==> src/rtl/target_scheduler.sv <==
// -----------------------------------------------------------------------------
// target_scheduler
//   Picks the next target box, controls how long it stays on screen, detects a
//   hit, and runs the per-game countdown. The one-cycle hit/miss events drive
//   the score and audio logic downstream.
//
//   Build option: DIFFICULTY_RAMP_EN
//     defined   - the show window shrinks by STEP_MS after every hit, and never
//                 drops below MIN_TARGET_MS.
//     undefined - the show window stays at TARGET_MS, and no step logic is built.
//
// Ports
//   CLOCK_50            in   system clock
//   reset               in   asynchronous, active-high
//   start_game          in   one-cycle start request (used in LOBBY/OVER only)
//   lfsr_value[2:0]     in   free-running LFSR, source of the target choice
//   box_address[2:0]    in   Arduino sensor code, asynchronous, 0 = no hit
//   mif_control_signal  out  0 lobby, 1..6 target box, 7 blank/game-over
//   hit_pulse           out  one cycle per valid hit
//   miss_pulse          out  one cycle per expired target
//   seconds_left[5:0]   out  remaining game seconds
//   game_over           out  high while in OVER
// -----------------------------------------------------------------------------
module target_scheduler #(
  parameter int CLK_HZ        = 50000000,
  parameter int GAME_SECONDS  = 60,
  parameter int TARGET_MS     = 1500,
  parameter int MIN_TARGET_MS = 500,
  parameter int STEP_MS       = 100,
  parameter int GAP_MS        = 250
) (
  input  logic       CLOCK_50,
  input  logic       reset,
  input  logic       start_game,
  input  logic [2:0] lfsr_value,
  input  logic [2:0] box_address,
  output logic [2:0] mif_control_signal,
  output logic       hit_pulse,
  output logic       miss_pulse,
  output logic [5:0] seconds_left,
  output logic       game_over
);

  localparam int MS_DIV = (CLK_HZ / 1000 > 0) ? CLK_HZ / 1000 : 1;
  localparam int MSW    = (MS_DIV > 1) ? $clog2(MS_DIV) : 1;
  localparam logic [MSW-1:0] MS_LAST  = MSW'(MS_DIV - 1);
  localparam logic [9:0]     SEC_LAST = 10'd999;

  // The phase counter has to reach the longest window or gap. The window
  // compare against MIN_TARGET_MS + STEP_MS also has to fit without overflow.
  localparam int WIN_A  = (TARGET_MS > GAP_MS) ? TARGET_MS : GAP_MS;
  localparam int WIN_B  = MIN_TARGET_MS + STEP_MS;
  localparam int CW     = $clog2(((WIN_A > WIN_B) ? WIN_A : WIN_B) + 1);
  localparam logic [CW-1:0] TARGET_W = CW'(TARGET_MS);
  localparam logic [CW-1:0] GAP_LAST = CW'(GAP_MS - 1);
  localparam logic [5:0]    GAME_S   = 6'(GAME_SECONDS);

  typedef enum logic [1:0] {LOBBY, GAP, SHOW, OVER} state_t;

  state_t         state_reg, state_next;
  logic [MSW-1:0] ms_cnt_reg, ms_cnt_next;
  logic [9:0]     sec_cnt_reg, sec_cnt_next;
  logic [CW-1:0]  phase_reg, phase_next;
  logic [5:0]     seconds_reg, seconds_next;
  logic [2:0]     target_reg, target_next;   // also serves as prev_target
  logic [2:0]     s1_reg, s2_reg, s3_reg;
  logic           hit_req_reg, hit_req_next;
  logic           hit_reg, hit_next;
  logic           miss_reg, miss_next;
  logic           start_ok;
  logic [CW-1:0]  window;

`ifdef DIFFICULTY_RAMP_EN
  localparam logic [CW-1:0] MIN_W   = CW'(MIN_TARGET_MS);
  localparam logic [CW-1:0] STEP_W  = CW'(STEP_MS);
  localparam logic [CW-1:0] FLOOR_W = CW'(MIN_TARGET_MS + STEP_MS);
  logic [CW-1:0] window_reg, window_next;
  assign window = window_reg;
`else
  assign window = TARGET_W;
`endif

  wire ms_tick    = (ms_cnt_reg == MS_LAST);
  wire sec_tick   = ms_tick && (sec_cnt_reg == SEC_LAST);
  // A hit is the arrival of the target code at s2. s3 holds the previous
  // value, so a box held on its code does not fire again.
  wire match_edge = (s2_reg == target_reg) && (s3_reg != target_reg);

  // Clamp the LFSR value into 1..6. Then step past a repeat of the last target.
  logic [2:0] pick_base, pick;
  always_comb begin
    pick_base = lfsr_value;
    if (lfsr_value == 3'd0)      pick_base = 3'd1;
    else if (lfsr_value == 3'd7) pick_base = 3'd6;
    pick = pick_base;
    if (pick_base == target_reg)
      pick = (target_reg == 3'd6) ? 3'd1 : target_reg + 3'd1;
  end

  always_comb begin
    state_next   = state_reg;
    phase_next   = phase_reg;
    seconds_next = seconds_reg;
    target_next  = target_reg;
    hit_req_next = 1'b0;
    hit_next     = 1'b0;
    miss_next    = 1'b0;
    start_ok     = 1'b0;
`ifdef DIFFICULTY_RAMP_EN
    window_next  = window_reg;
`endif
    case (state_reg)
      LOBBY, OVER: begin
        if (start_game) begin
          start_ok     = 1'b1;
          state_next   = GAP;
          phase_next   = '0;
          seconds_next = GAME_S;
`ifdef DIFFICULTY_RAMP_EN
          window_next  = TARGET_W;
`endif
        end
      end
      GAP: begin
        if (ms_tick) begin
          if (phase_reg == GAP_LAST) begin
            state_next  = SHOW;
            phase_next  = '0;
            target_next = pick;
          end else begin
            phase_next = phase_reg + CW'(1);
          end
        end
      end
      SHOW: begin
        // The match is registered once. This puts hit_pulse 4 clocks after the
        // pad change. A match seen in the timeout cycle is dropped.
        hit_req_next = match_edge;
        if (hit_req_reg) begin
          hit_next     = 1'b1;
          hit_req_next = 1'b0;
          state_next   = GAP;
          phase_next   = '0;
`ifdef DIFFICULTY_RAMP_EN
          window_next  = (window_reg >= FLOOR_W) ? window_reg - STEP_W : MIN_W;
`endif
        end else if (ms_tick && phase_reg == window - CW'(1)) begin
          miss_next    = 1'b1;
          hit_req_next = 1'b0;
          state_next   = GAP;
          phase_next   = '0;
        end else if (ms_tick) begin
          phase_next = phase_reg + CW'(1);
        end
      end
      default: state_next = LOBBY;
    endcase

    // Game clock. The step to zero overrides any transition. A hit decided in
    // the same cycle still produces its pulse.
    if ((state_reg == GAP || state_reg == SHOW) && sec_tick && seconds_reg != 6'd0) begin
      seconds_next = seconds_reg - 6'd1;
      if (seconds_reg == 6'd1) begin
        state_next   = OVER;
        phase_next   = '0;
        hit_req_next = 1'b0;
      end
    end

    if (start_ok) begin
      ms_cnt_next  = '0;
      sec_cnt_next = '0;
    end else begin
      ms_cnt_next  = ms_tick ? '0 : ms_cnt_reg + MSW'(1);
      sec_cnt_next = sec_cnt_reg;
      if (ms_tick) sec_cnt_next = (sec_cnt_reg == SEC_LAST) ? 10'd0 : sec_cnt_reg + 10'd1;
    end
  end

  always_ff @(posedge CLOCK_50 or posedge reset) begin
    if (reset) begin
      state_reg   <= LOBBY;
      ms_cnt_reg  <= '0;
      sec_cnt_reg <= '0;
      phase_reg   <= '0;
      seconds_reg <= GAME_S;
      target_reg  <= 3'd1;
      s1_reg      <= 3'd0;
      s2_reg      <= 3'd0;
      s3_reg      <= 3'd0;
      hit_req_reg <= 1'b0;
      hit_reg     <= 1'b0;
      miss_reg    <= 1'b0;
`ifdef DIFFICULTY_RAMP_EN
      window_reg  <= TARGET_W;
`endif
    end else begin
      state_reg   <= state_next;
      ms_cnt_reg  <= ms_cnt_next;
      sec_cnt_reg <= sec_cnt_next;
      phase_reg   <= phase_next;
      seconds_reg <= seconds_next;
      target_reg  <= target_next;
      s1_reg      <= box_address;
      s2_reg      <= s1_reg;
      s3_reg      <= s2_reg;
      hit_req_reg <= hit_req_next;
      hit_reg     <= hit_next;
      miss_reg    <= miss_next;
`ifdef DIFFICULTY_RAMP_EN
      window_reg  <= window_next;
`endif
    end
  end

  always_comb begin
    case (state_reg)
      LOBBY:   mif_control_signal = 3'd0;
      SHOW:    mif_control_signal = target_reg;
      default: mif_control_signal = 3'd7;
    endcase
  end

  assign hit_pulse    = hit_reg;
  assign miss_pulse   = miss_reg;
  assign seconds_left = seconds_reg;
  assign game_over    = (state_reg == OVER);

endmodule
==> config.mk <==
export PLATFORM = sky130hd
export DESIGN_NAME = target_scheduler
export DESIGN_NICKNAME = d
export VERILOG_FILES = /design/src/rtl/target_scheduler.sv
export SDC_FILE = /design/constraint.sdc
export NUM_CORES = 1
export LEC_CHECK = 0
export BUFFER_PORTS_ARGS = -buffer_cell sky130_fd_sc_hd__buf_2
export CORE_MARGIN = 5
export CORE_UTILIZATION = 65
export DETAILED_ROUTE_END_ITERATION = 7
export HOLD_SLACK_MARGIN = 0.05
export PLACE_DENSITY = 0.85
export SYNTH_ARGS = -nofsm -noshare
export SYNTH_HDL_FRONTEND = slang
export SYNTH_SLANG_ARGS = --single-unit
==> constraint.sdc <==
create_clock -name CLOCK_50 -period 4.9 [get_ports CLOCK_50]
set_input_delay 0.735 -clock CLOCK_50 [delete_from_list [all_inputs] [get_ports CLOCK_50]]
set_output_delay 0.735 -clock CLOCK_50 [all_outputs]
set_load 0.02 [all_outputs]
==> out/metrics.yaml <==
outcome:
  status: "finished, final reports clean"
synth:
  synth_area_leaders: "dfrtp_1, xnor2_1, nor2_1"
  ys_seq_area_share_pct: 45.9
  syn_inst: 349
  yosysTopAreaCellShare_pct: 41.9
  synth_area_mm2: 0.00329
  syn_nets: 368
  synth_edf_count: 0
  synth_top_area_cell: "dfrtp_1"
  synthArstFlopShare_pct: 100
  synth_cell_types: 53
  syn_area_per_cell_um2: 9.42
  ys_warn_count: 0
  ys_seq_elements: 60
  ys.flop_type: "dfrtp_1"
final_layout:
  drive_gt1_share_pct: 12.8
  fin_util_pct: 75.3
  most-common-layout-cells: "dfrtp_1, nor2_1, nand2_1"
  final_common_cell: "dfrtp_1"
  finalInstanceArea_mm2: 0.00363
  area_delta_synth_final_pct: 10.4
  largest_register_ffs: 16
  finalNetCount: 388
  insertedDiodeCount: 0
  instances_no_fill: 441
  nFillCells: 357
hold_path:
  worstHoldStart: "s1_reg[0]$_DFF_PP0_"
  hold_class: "reg2reg"
setup_path:
  crit_end: "phase_reg[3]$_DFF_PP0_"
  setup.worst_path.start: "ms_cnt_reg[5]$_DFF_PP0_"
  criticalPathCategory: "reg2reg"
  rr_worst_depth: 6
  start_kind: "flop"
  worstSetupEndpointType: "flop"
  cp_max_fo: 19
  slowest_delay_ns: 0.68
  crit_arrival_ns: 3.21
  crit_required_ns: 5.12
  crit_slowest_cell: "nor4_4"
  path_cells: "or4b_4, nor4_4, a31oi_1, o21a_1, and3_1, a221o_1"
  rrSetupSlack_ns: 1.91
  r2r-end: "phase_reg[3]$_DFF_PP0_"
  r2r_start: "ms_cnt_reg[5]$_DFF_PP0_"
clocking:
  cts_setup_buffers: 0
  cts.sinks: 60
  cts_max_level: 3
  holdBufCountCts: 0
  cts_buffer_depth: 2
  root_buffer: "clkbuf_8"
  post_cts_resized: 0
  clk_pin_slew_ns: 0.06
  cts_tree: "built"
  cts_made_buffers: 9
  clk_latency_ns: 0.34
drt:
  first_pass_iters: 4
  drt_iter0_drc: 148
  drtAntennaViolNets: 0
  drt-total-wl_mm: 6.34
  drc: 0
  vias: 2594
  vias_per_cell: 5.88
  detail_route.wl_per_cell_um: 14.4
timing:
  fin_skew_ns: 0.00499
  hold_slack_ns: 0.350
  max-slew-margin-rel_pct: 39.7
  tightest_slew_ns: 0.901
  finalWorstSetupSlack_ns: 1.91
  finalSetupTns_ns: 0
  rsz0062_at_grt: "false"
  hold_viol: 0
  min_period_ns: 2.99
  post-route-period-util_pct: 61.0
  finalSetupViolations: 0
  max_freq_ghz: 0.334
  slew_violations: 0
placement:
  place_area_mm2: 0.00343
  gp_routability_congestion: 0.799
  portBuffers: 20
  place_hpwl_mm: 4.32
  dp_slack_ns: 1.95
  dp_cells: 425
global_routing:
  first_global_vias: 2559
  grt_usage_pct: 22.0
  grt_max_degree: 61
  grt_pass1_wl_mm: 11.2
  overflow: 0
  antenna_found_initial: 0
floorplanning:
  die-area_mm2: 0.00658
  dieWidth_um: 81.1
  rows: 25
  initial_utilization_pct: 68.2
  fp.dieH_um: 81.1
  io_pins: 21
  coreArea_mm2: 0.00482
power_and_ir_drop:
  vdd_drop_max_v: 0.000243
  power_density_mw_per_mm2: 385
  p_leak_nw: 1.63
  p_total_mw: 1.40
job:
  cap_violations: 0
-- per-layer routing --
layer,vias to the layer above,track usage [%],part of all wire (%)
li1,1269,-,-
met1,1255,28.4,48
met2,59,35.6,47
met3,11,4.66,3.8
met4,0,10.3,1.7
met5,-,0,0
-- synth_stat cells, drive strengths merged (2+ instances only) --
library cell and instances:
o22ai 3, clkbuf 11, or4 2, ha 10
mux2i 2, o21ai 14, a31oi 5, nand2 27
dfstp 5, a221o 2, and2 2, nor2b 5
inv 16, xor2 11, o31ai 2, buf 2
or4b 2, xnor2 21, o21a 3, nor4bb 2
nand4 11, a211oi 2, or3 6, a22oi 2
nand3 15, nor3 9, dfrtp 55, and3 11
a22o 5, nand2b 3, a21oi 15, nand4bb 2
nor2 47, nor4 4
-- worst min path at each step --
stage,slack (ns),cells after the start,endpoint
finish,0.35,0,s2_reg[0]$_DFF_PP0_
global route,0.36,0,s2_reg[1]$_DFF_PP0_
CTS,0.35,0,s2_reg[0]$_DFF_PP0_
detailed placement,0.34,0,s2_reg[0]$_DFF_PP0_
global placement,0.33,0,s2_reg[1]$_DFF_PP0_
floorplan,0.33,0,s2_reg[0]$_DFF_PP0_
-- critical path, delay by kind of cell (launching register included) --
family / cells / cell delay, ns
AO/OA/AOI/OAI: 3 / 0.93
AND/OR/NAND/NOR: 3 / 1.53
flip-flops: 1 / 0.41
-- cell type report --
class | count | area (µm²) | area share, %
clock buffer | 16 | 200 | 5.52
multi-input combinational | 260 | 1660 | 45.8
timing repair buffer | 22 | 115 | 3.17
sequential | 60 | 1510 | 41.6
tap | 67 | 83.8 | 2.31
inverter | 16 | 60.1 | 1.66
-- power breakdown --
group	internal (mW)	leakage, nW	total (mW)	switching, mW
logic	0.132	0.739	0.393	0.262
registers	0.532	0.787	0.572	0.0405
clock network	0.253	0.103	0.432	0.178
total	0.917	1.63	1.40	0.480
-- kinds of logic after synthesis --
group                    synth area share (%)
AO/OA/AOI/OAI                            13.1
XOR/XNOR                                 8.53
adder cells (fa/ha/maj)                  3.81
buffers and inverters                    3.58
flip-flops                               45.9
multiplexers                            0.609
AND/OR/NAND/NOR                          24.5
Power figures use the tool's default switching activity.
